==> src/rtl/leaf_uplink_if.sv <==
// -----------------------------------------------------------------------------
// leaf_uplink_if
// Handshake bundle between the per-leaf NI requesters, the uplink arbiter
// and the group router.
//   req_data  [N_REQ*DATA_W] : flit from requester i at [i*DATA_W +: DATA_W]
//   req_valid [N_REQ]        : requester i presents a flit
//   req_ready [N_REQ]        : requester i's flit is taken when valid&ready
//   up_data   [DATA_W]       : registered flit towards the router
//   up_valid                 : up_data holds a flit
//   up_ready                 : router takes the flit when up_valid&up_ready
// Modports: master = arbiter side, slave = requesters/router side.
// -----------------------------------------------------------------------------
interface leaf_uplink_if #(
    parameter int DATA_W = 16,
    parameter int N_REQ  = 4
);
    logic [N_REQ*DATA_W-1:0] req_data;
    logic [N_REQ-1:0]        req_valid;
    logic [N_REQ-1:0]        req_ready;
    logic [DATA_W-1:0]       up_data;
    logic                    up_valid;
    logic                    up_ready;

    modport master (
        input  req_data, req_valid, up_ready,
        output req_ready, up_data, up_valid
    );

    modport slave (
        output req_data, req_valid, up_ready,
        input  req_ready, up_data, up_valid
    );
endinterface

==> src/rtl/leaf_uplink_arbiter.sv <==
// -----------------------------------------------------------------------------
// leaf_uplink_arbiter
// Round-robin arbiter merging N_REQ leaf NI flit streams onto one registered
// uplink. A requester keeps the grant for up to BURST_MAX flits or until it
// drops valid; each tenure is followed by a one-cycle IDLE arbitration bubble.
// Flit contents are passed through untouched.
// Ports:
//   clk        : clock, rising edge
//   reset      : asynchronous, active-high reset
//   bus        : leaf_uplink_if.master (requester and uplink handshakes)
//   grant_id   : current owner, meaningful only while busy=1
//   busy       : arbiter is in a grant tenure
//   stat_flits : (only with LEAF_ARB_STATS_EN) per-requester 16-bit
//                saturating count of accepted flits at [i*16 +: 16]
// Optional feature macro: LEAF_ARB_STATS_EN
// -----------------------------------------------------------------------------
module leaf_uplink_arbiter #(
    parameter int  DATA_W    = 16,
    parameter int  N_REQ     = 4,
    parameter int  BURST_MAX = 4,
    localparam int ID_W      = (N_REQ > 1) ? $clog2(N_REQ) : 1
) (
    input  logic            clk,
    input  logic            reset,
    leaf_uplink_if.master   bus,
    output logic [ID_W-1:0] grant_id,
    output logic            busy
`ifdef LEAF_ARB_STATS_EN
    ,
    output logic [N_REQ*16-1:0] stat_flits
`endif
);

    localparam logic [3:0] BURST_MAX_C = 4'(BURST_MAX);

    typedef enum logic {
        IDLE  = 1'b0,
        GRANT = 1'b1
    } state_t;

    state_t            state_reg;
    logic [ID_W-1:0]   rr_ptr_reg;
    logic [ID_W-1:0]   owner_reg;
    logic [3:0]        burst_cnt_reg;
    logic              up_valid_reg;
    logic [DATA_W-1:0] up_data_reg;

    // Per-requester view of the flattened data bus.
    logic [DATA_W-1:0] req_flit [N_REQ];
    for (genvar gi = 0; gi < N_REQ; gi++) begin : g_flit
        assign req_flit[gi] = bus.req_data[gi*DATA_W +: DATA_W];
    end

    logic            owner_valid;
    logic            up_slot_free;
    logic            accept;
    logic            burst_last;
    logic [ID_W-1:0] owner_next;

    assign owner_valid  = bus.req_valid[owner_reg];
    // The output register can take a flit if empty or being drained now.
    assign up_slot_free = !up_valid_reg || bus.up_ready;
    assign accept       = (state_reg == GRANT) && owner_valid && up_slot_free;
    assign burst_last   = (burst_cnt_reg + 4'd1) == BURST_MAX_C;
    assign owner_next   = (owner_reg == ID_W'(N_REQ - 1)) ? '0 : owner_reg + 1'b1;

    // Round-robin search starting at rr_ptr. Iterating from the farthest
    // candidate down lets the nearest valid requester overwrite the result.
    logic            hit;
    logic [ID_W-1:0] hit_idx;
    always_comb begin : search
        int              cand;
        logic [ID_W-1:0] cand_id;
        hit     = 1'b0;
        hit_idx = '0;
        cand    = 0;
        cand_id = '0;
        for (int k = N_REQ - 1; k >= 0; k--) begin
            cand = int'(rr_ptr_reg) + k;
            if (cand >= N_REQ) begin
                cand = cand - N_REQ;
            end
            cand_id = ID_W'(cand);
            if (bus.req_valid[cand_id]) begin
                hit     = 1'b1;
                hit_idx = cand_id;
            end
        end
    end

    // Only the owner sees ready, and only while in GRANT.
    logic [N_REQ-1:0] req_ready_next;
    always_comb begin
        req_ready_next = '0;
        if (state_reg == GRANT) begin
            req_ready_next[owner_reg] = up_slot_free;
        end
    end

    always_ff @(posedge clk or posedge reset) begin
        if (reset) begin
            state_reg     <= IDLE;
            rr_ptr_reg    <= '0;
            owner_reg     <= '0;
            burst_cnt_reg <= '0;
            up_valid_reg  <= 1'b0;
            up_data_reg   <= '0;
        end else begin
            // Output register: load on accept, otherwise clear once drained.
            // It is independent of the FSM so a stalled flit survives the
            // return to IDLE.
            if (accept) begin
                up_data_reg  <= req_flit[owner_reg];
                up_valid_reg <= 1'b1;
            end else if (up_valid_reg && bus.up_ready) begin
                up_valid_reg <= 1'b0;
            end

            case (state_reg)
                IDLE: begin
                    if (hit) begin
                        owner_reg     <= hit_idx;
                        burst_cnt_reg <= '0;
                        state_reg     <= GRANT;
                    end
                end
                GRANT: begin
                    if (!owner_valid) begin
                        state_reg  <= IDLE;
                        rr_ptr_reg <= owner_next;
                    end else if (accept) begin
                        burst_cnt_reg <= burst_cnt_reg + 4'd1;
                        if (burst_last) begin
                            state_reg  <= IDLE;
                            rr_ptr_reg <= owner_next;
                        end
                    end
                end
                default: state_reg <= IDLE;
            endcase
        end
    end

    assign bus.req_ready = req_ready_next;
    assign bus.up_data   = up_data_reg;
    assign bus.up_valid  = up_valid_reg;
    assign grant_id      = owner_reg;
    assign busy          = (state_reg == GRANT);

`ifdef LEAF_ARB_STATS_EN
    for (genvar gi = 0; gi < N_REQ; gi++) begin : g_stat
        logic [15:0] cnt_reg;
        always_ff @(posedge clk or posedge reset) begin
            if (reset) begin
                cnt_reg <= '0;
            end else if (accept && (owner_reg == ID_W'(gi)) && (cnt_reg != 16'hFFFF)) begin
                cnt_reg <= cnt_reg + 16'd1;
            end
        end
        assign stat_flits[gi*16 +: 16] = cnt_reg;
    end
`endif

endmodule

==> src/flat_wrapper.sv <==
// flat-port wrapper written by rule: the top's interface ports become plain ports
module leaf_uplink_arbiter_flat 
#(
    parameter int  DATA_W    = 16,
    parameter int  N_REQ     = 4,
    parameter int  BURST_MAX = 4,
    localparam int ID_W      = (N_REQ > 1) ? $clog2(N_REQ) : 1
)
  (clk, reset, grant_id, busy, bus_req_data, bus_req_valid, bus_up_ready, bus_req_ready, bus_up_data, bus_up_valid);
  leaf_uplink_if #(.DATA_W(DATA_W), .N_REQ(N_REQ)) bus_i ();
  input  logic clk;
  input  logic reset;
  output logic [ID_W-1:0] grant_id;
  output logic busy;
  input wire logic [$bits(bus_i.req_data)-1:0] bus_req_data;
  input wire logic [$bits(bus_i.req_valid)-1:0] bus_req_valid;
  input wire logic [$bits(bus_i.up_ready)-1:0] bus_up_ready;
  output wire logic [$bits(bus_i.req_ready)-1:0] bus_req_ready;
  output wire logic [$bits(bus_i.up_data)-1:0] bus_up_data;
  output wire logic [$bits(bus_i.up_valid)-1:0] bus_up_valid;
  assign bus_i.req_data = bus_req_data;
  assign bus_i.req_valid = bus_req_valid;
  assign bus_i.up_ready = bus_up_ready;
  assign bus_req_ready = bus_i.req_ready;
  assign bus_up_data = bus_i.up_data;
  assign bus_up_valid = bus_i.up_valid;
  leaf_uplink_arbiter #(.DATA_W(DATA_W), .N_REQ(N_REQ), .BURST_MAX(BURST_MAX)) u_core (.clk(clk), .reset(reset), .bus(bus_i), .grant_id(grant_id), .busy(busy));
endmodule
==> config.mk <==
export PLATFORM = sky130hd
export DESIGN_NAME = leaf_uplink_arbiter_flat
export DESIGN_NICKNAME = d
export VERILOG_FILES = /design/src/rtl/leaf_uplink_if.sv /design/src/rtl/leaf_uplink_arbiter.sv /design/src/flat_wrapper.sv
export SDC_FILE = /design/constraint.sdc
export NUM_CORES = 1
export LEC_CHECK = 0
export CORE_ASPECT_RATIO = 2
export CORE_UTILIZATION = 50
export DETAILED_ROUTE_END_ITERATION = 8
export DONT_BUFFER_PORTS = 1
export SYNTH_ARGS = -nofsm -noshare
export SYNTH_HDL_FRONTEND = slang
export SYNTH_SLANG_ARGS = --single-unit
==> constraint.sdc <==
create_clock -name clk -period 2.1 [get_ports clk]
set_input_delay 0.42 -clock clk [delete_from_list [all_inputs] [get_ports clk]]
set_output_delay 0.42 -clock clk [all_outputs]
set_load 0.01 [all_outputs]
* Yosys cells after proc, flatten, opt, wreduce, memory -nomap -nowiden *
Index checks and enable logic that the tools add are counted.
W data, S select, Z words.

storage, ports and cells
  flip-flop bits (word level) = 26
  bits of input ports = 71
  output and inout port bits = 24
  word-level logic and storage cells = 89

cells by class
  add/subtract/negate cells = 9
  magnitude comparators = 11
  equal/unequal tests = 7
  multiplexer cells = 43
  bitwise logic cells = 3
  reduce and logical (&&, ||, !) cells = 10

operators by type and width
  cell                   number
  $bmux W16 S2           1
  $mux W16               2
  $mux W2                12
  $mux W1                16
  $mux W4                4
  $lt A2 B3 Y1 const B   5
  $ge A3 B3 Y1 const B   4
  $bmux W1 S2            5
  $ne A2 B2 Y1 const B   4
  $pmux W4 S2            1
  $sub A2 B1 Y2 const B  4
  $add A2 B2 Y3 const B  2
  $reduce_and A3 Y1      2
  $add A4 B1 Y4 const B  1
  $and A4 B4 Y4          1
  $eq A4 B3 Y1 const B   1
  $logic_and A1 B1 Y1    4
  $add A2 B1 Y3 const B  1
  $ge A2 B3 Y1 const B   1
  $not A2 Y3             1
  $add A2 B1 Y2 const B  1
  $demux W1 S2           1
  $eq A2 B2 Y1 const B   1
  $ge A2 B1 Y1 const B   1
  7 further kinds        7

* Longest topological paths before layout *
  word-level depth = 11
  gate-level depth with buffers = 6
  mapped depth without buffers = 5

* Worst setup path before layout *
OpenSTA, ideal clock, no wires.

  path type = register -> register
  start = register u_core.owner_reg[1] (netlist: u_core.grant_id[1])
  end = register u_core.up_data_reg[10] (netlist: u_core.bus.up_data[10])
  library setup time = 0.125 ns
  arrival time = 1.722 ns
  data required time = 1.975 ns
  path slack = 0.253 ns
  stages on the path, launching flop included = 6
  buffers on the path = 2
  cells stage by stage = dfrtp_1 > buf_6 > mux4_2 > nand3_4 > buf_8 > mux2_2

between the ends
  cells in the longest elaborated chain, start to end = 4

ends and longest elaborated chain
  what                                                                                       RTL line                                               RTL
  start, declared                                                                            leaf_uplink_arbiter.sv:43                              logic [ID_W-1:0] owner_reg;
  start signal, assigned                                                                     leaf_uplink_arbiter.sv:122                             owner_reg <= hit_idx;
  $not A2 Y3 (implied by the code) / $bmux W1 S2 (equally long branches)                     leaf_uplink_arbiter.sv:113, leaf_uplink_arbiter.sv:60
  $bmux W16 S2 / $mux W1 (equally long branches)                                             leaf_uplink_arbiter.sv:113, leaf_uplink_arbiter.sv:60
  $mux W16 (implied by the code) / $logic_and A1 B1 Y1 (equally long branches) (2 in a row)  leaf_uplink_arbiter.sv:113, leaf_uplink_arbiter.sv:63
  end signal, assigned                                                                       leaf_uplink_arbiter.sv:113                             up_data_reg <= req_flit[owner_reg];
  end, declared                                                                              leaf_uplink_arbiter.sv:46                              logic [DATA_W-1:0] up_data_reg;

Parallel ways exist; a longest one is shown, timed or not. The select of a mux whose other input is x is not followed.
A chain may end at the register's enable or synchronous reset.

* Worst setup path after layout *
  start = register u_core.owner_reg[0] (netlist: u_core.grant_id[0])
  end = output bus_req_ready[2]

between the ends
  cells in the longest elaborated chain, start to end = 6

ends and longest elaborated chain
  what                                                                       RTL line                   RTL
  $lt A2 B3 Y1 (implied by the code) / $ge A2 B1 Y1 (equally long branches)  leaf_uplink_arbiter.sv:96  req_ready_next[owner_reg] = up_slot_free;
  $logic_and A1 B1 Y1 (implied by the code)                                  leaf_uplink_arbiter.sv:96
  $mux W1 (implied by the code)                                              leaf_uplink_arbiter.sv:96
  $demux W1 S2 *                                                             -
  $and A4 B4 Y4 (no source line) *                                           -
  $mux W4 *                                                                  leaf_uplink_arbiter.sv:95  if (state_reg == GRANT) begin
  end, declared                                                              flat_wrapper.sv:18         output wire logic [$bits(bus_i.req_ready)-1:0] bus_req_ready;

Mark *: on every way between the ends. The rest lies on a longest branch, timed or not.

==> metrics.yaml <==
routing:
  via_count: 1094
  ant_nets: 0
  drt_wl_total_um: 3541
  dr.pass1.iters: 8
  wl_per_cell_um: 22.27
  drc: 9
  via_per_inst: 6.881
  drt_iter0_drc: 27
critical_path:
  cp.arrival_ps: 1510
  crit_required_ps: 1680
  end_kind: "output pin"
  path_max_fanout: 15
  timing.rr.start: "u_core.grant_id[1]"
  rr_worst_depth: 3
  worst_r2r_endpoint: "u_core.bus.up_data[10]"
  cp-start-kind: "flop"
  rrSetupSlack_ps: 330
  critPathKind: "reg2out"
clock_network:
  cts_max_level: 1
  cts_setup_buffers: 0
  ctsResizeCount: 0
  clk_pin_slew_ps: 90
  cts_buffers: 3
  cts_buffer_depth: 2
  cts_tree: "done"
  clockRootBuffer: "clkbuf_8"
  clk-insertion-delay-late_ps: 270
  cts.sinks: 26
power_and_ir_drop:
  ir_drop_uv: 976.1
  p_int_mw: 1.719
  p_comb_frac: 0.507
  switching_share: 0.3800
  power_density_mw_per_mm2: 1528
  clockPowerShare: 0.118
  power.share.sequential: 0.375
  power.switching_mw: 1.054
  p_total_mw: 2.772
  p_leak_nw: 0.8209
placed_design:
  place_congestion: 0.7530
  pre_cts_ws_ps: 314.1
  place_hpwl_um: 2670
  place_area_sq_mm: 0.001749
  dp_cells: 154
  port_buffers: 0
floorplanning:
  io-pin-count: 95
  die_area_sq_mm: 0.003725
  die_h_um: 85.32
  initial_core_util: 0.5374
  coreArea_sq_mm: 0.003229
  die_w_um: 43.66
  std_cell_rows: 29
job:
  maxCapViolCount: 0
worst_hold_path:
  min_path_cells: 2
  hp-class: "in2reg"
  holdPathEnd: "u_core.grant_id[1]"
  hp-start: "bus_req_valid[3]"
logic_synthesis:
  postSynthAreaPerCell_sq_um: 14.00
  synth-seq-area-share: 0.3749
  syn_inst: 124
  synth-edff-count: 0
  synthFlopType: "dfrtp_1"
  synthArstFlopShare: 1.000
  yosysMostFrequentCell: "dfrtp_1"
  synth_seq_cells: 26
  syn_area_sq_mm: 0.001735
  netlist.area_leader.share: 0.3749
  synth_cell_types: 33
  synth_top_area_cell: "dfrtp_1"
  syn_nets: 201
  synthTopCellsByCount: "26 x dfrtp_1, 12 x mux4_2, 10 x mux2_4"
  ys_warn_count: 0
  synthTopCellsByArea: "dfrtp_1 37%, mux4_2 16%, mux2_4 8.7%"
layout:
  fin_nets: 206
  instances_no_fill: 159
  finish.utilization: 0.5618
  fill_cells: 266
  largest_reg_flops: 16
  diodes: 0
  fin_area_sq_mm: 0.001814
  drive_gt1_frac: 0.3203
  area.growth.synth_to_final_pct: 4.542
global_routing:
  antenna_found_initial: 0
  gr-total-overflow: 0
  grt_pass1_wl_um: 5285
  grt_start_max_net_pins: 25
  grt_pass1_vias: 1145
  track_usage: 0.1916
sta:
  fmax_mhz: 517.1
  hold_violations: 0
  fin_crit_ps: 1934
  setup_violations: 0
  worst_pin_slew_ps: 400.1
  drv_slew: 0
  relSlewSlack: 0.7333
  rsz0062_at_grt: "no"
  tns_ps: 0
  hold_slack_ps: 386.3
  fin_worst_skew_ps: 5.813
  worst_slack_ps: 166.3
  finalCritPeriodShare: 0.9208
run_status:
  violations: "design-rule violations"
  status: "finished with violations"
-- kinds of logic (layout without fill, tap and decap cells) --
| group | count (synthesis) | count (layout) | synth area share |
|---|---|---|---|
| mux | 35 | 35 | 0.3699 |
| flops | 26 | 26 | 0.3749 |
| simple gates | 25 | 25 | 0.08147 |
| compound gates | 19 | 19 | 0.07644 |
| buf+inv | 12 | 16 | 0.04902 |
| fa+ha+maj | 6 | 6 | 0.04326 |
| xor+xnor | 1 | 1 | 0.005048 |
-- worst max-delay path, cell delays in order, from the launching register on --
cell and delay, ps:
dfrtp_1 390, buf_4 300, inv_1 130, ha_1 210, and3_1 210
-- worst max-delay path by stage --
stage	cells after the start	end	start	slack, ps
2_1_floorplan	5	u_core.bus.up_data[10]	u_core.grant_id[1]	250
3_3_place_gp	3	u_core.bus.up_data[11]	bus_req_valid[3]	340
3_5_place_dp	3	u_core.bus.up_data[9]	bus_req_valid[3]	310
4_1_cts	4	bus_req_ready[2]	u_core.grant_id[0]	140
5_1_grt	4	bus_req_ready[2]	u_core.grant_id[0]	60
6_report	4	bus_req_ready[2]	u_core.grant_id[0]	170
-- area by class of cell --
cell class	count	area [sq um]	share of cell area
clock buffers	4	55.05	0.03034
flip-flops and latches	26	650.6	0.3586
well taps	31	38.79	0.02138
repair buffers	6	47.55	0.02621
inverters	6	22.52	0.01241
multi-input cells	86	999.7	0.5510
-- power groups by stage --
| stage | Clock [mW] | Sequential (mW) | Combinational [mW] |
|---|---|---|---|
| final | 0.327 | 1.04 | 1.41 |
| after global routing | 0.351 | 1.07 | 1.53 |
| after CTS | 0.334 | 1.04 | 1.42 |
| after detailed placement | 0 | 1.05 | 1.41 |
| after global placement | 0 | 1.05 | 1.38 |
| after floorplan | 0 | 1.00 | 1.27 |
-- layout by cell type (no fill, tap or decap), types with 2 or more instances in the layout --
cell type  instances
inv_1              6
nand2b_1           5
a21oi_1            4
nand2_1            6
mux2_4            10
clkbuf_8           4
mux4_2            12
ha_1               6
mux4_1             5
and3_1             4
mux2_2             8
dfrtp_1           26
buf_4              5
nor2_1             3
a41o_1             2
nand3_1            4
o21ai_0            5
-- layer usage --
layer,vias up,part of all wire,track usage
li1,489,-,-
met1,549,0.35,0.2045
met2,51,0.55,0.3569
met3,5,0.082,0.02553
met4,0,0.015,0.07670
met5,-,0,0
-- repair_timing --
item	4_1_cts	5_1_grt
endpoints found under the hold margin	8	0
hold buffers	1	0
endpoints found under the setup margin	0	0
Note: power is estimated with default switching activity, not from simulation.
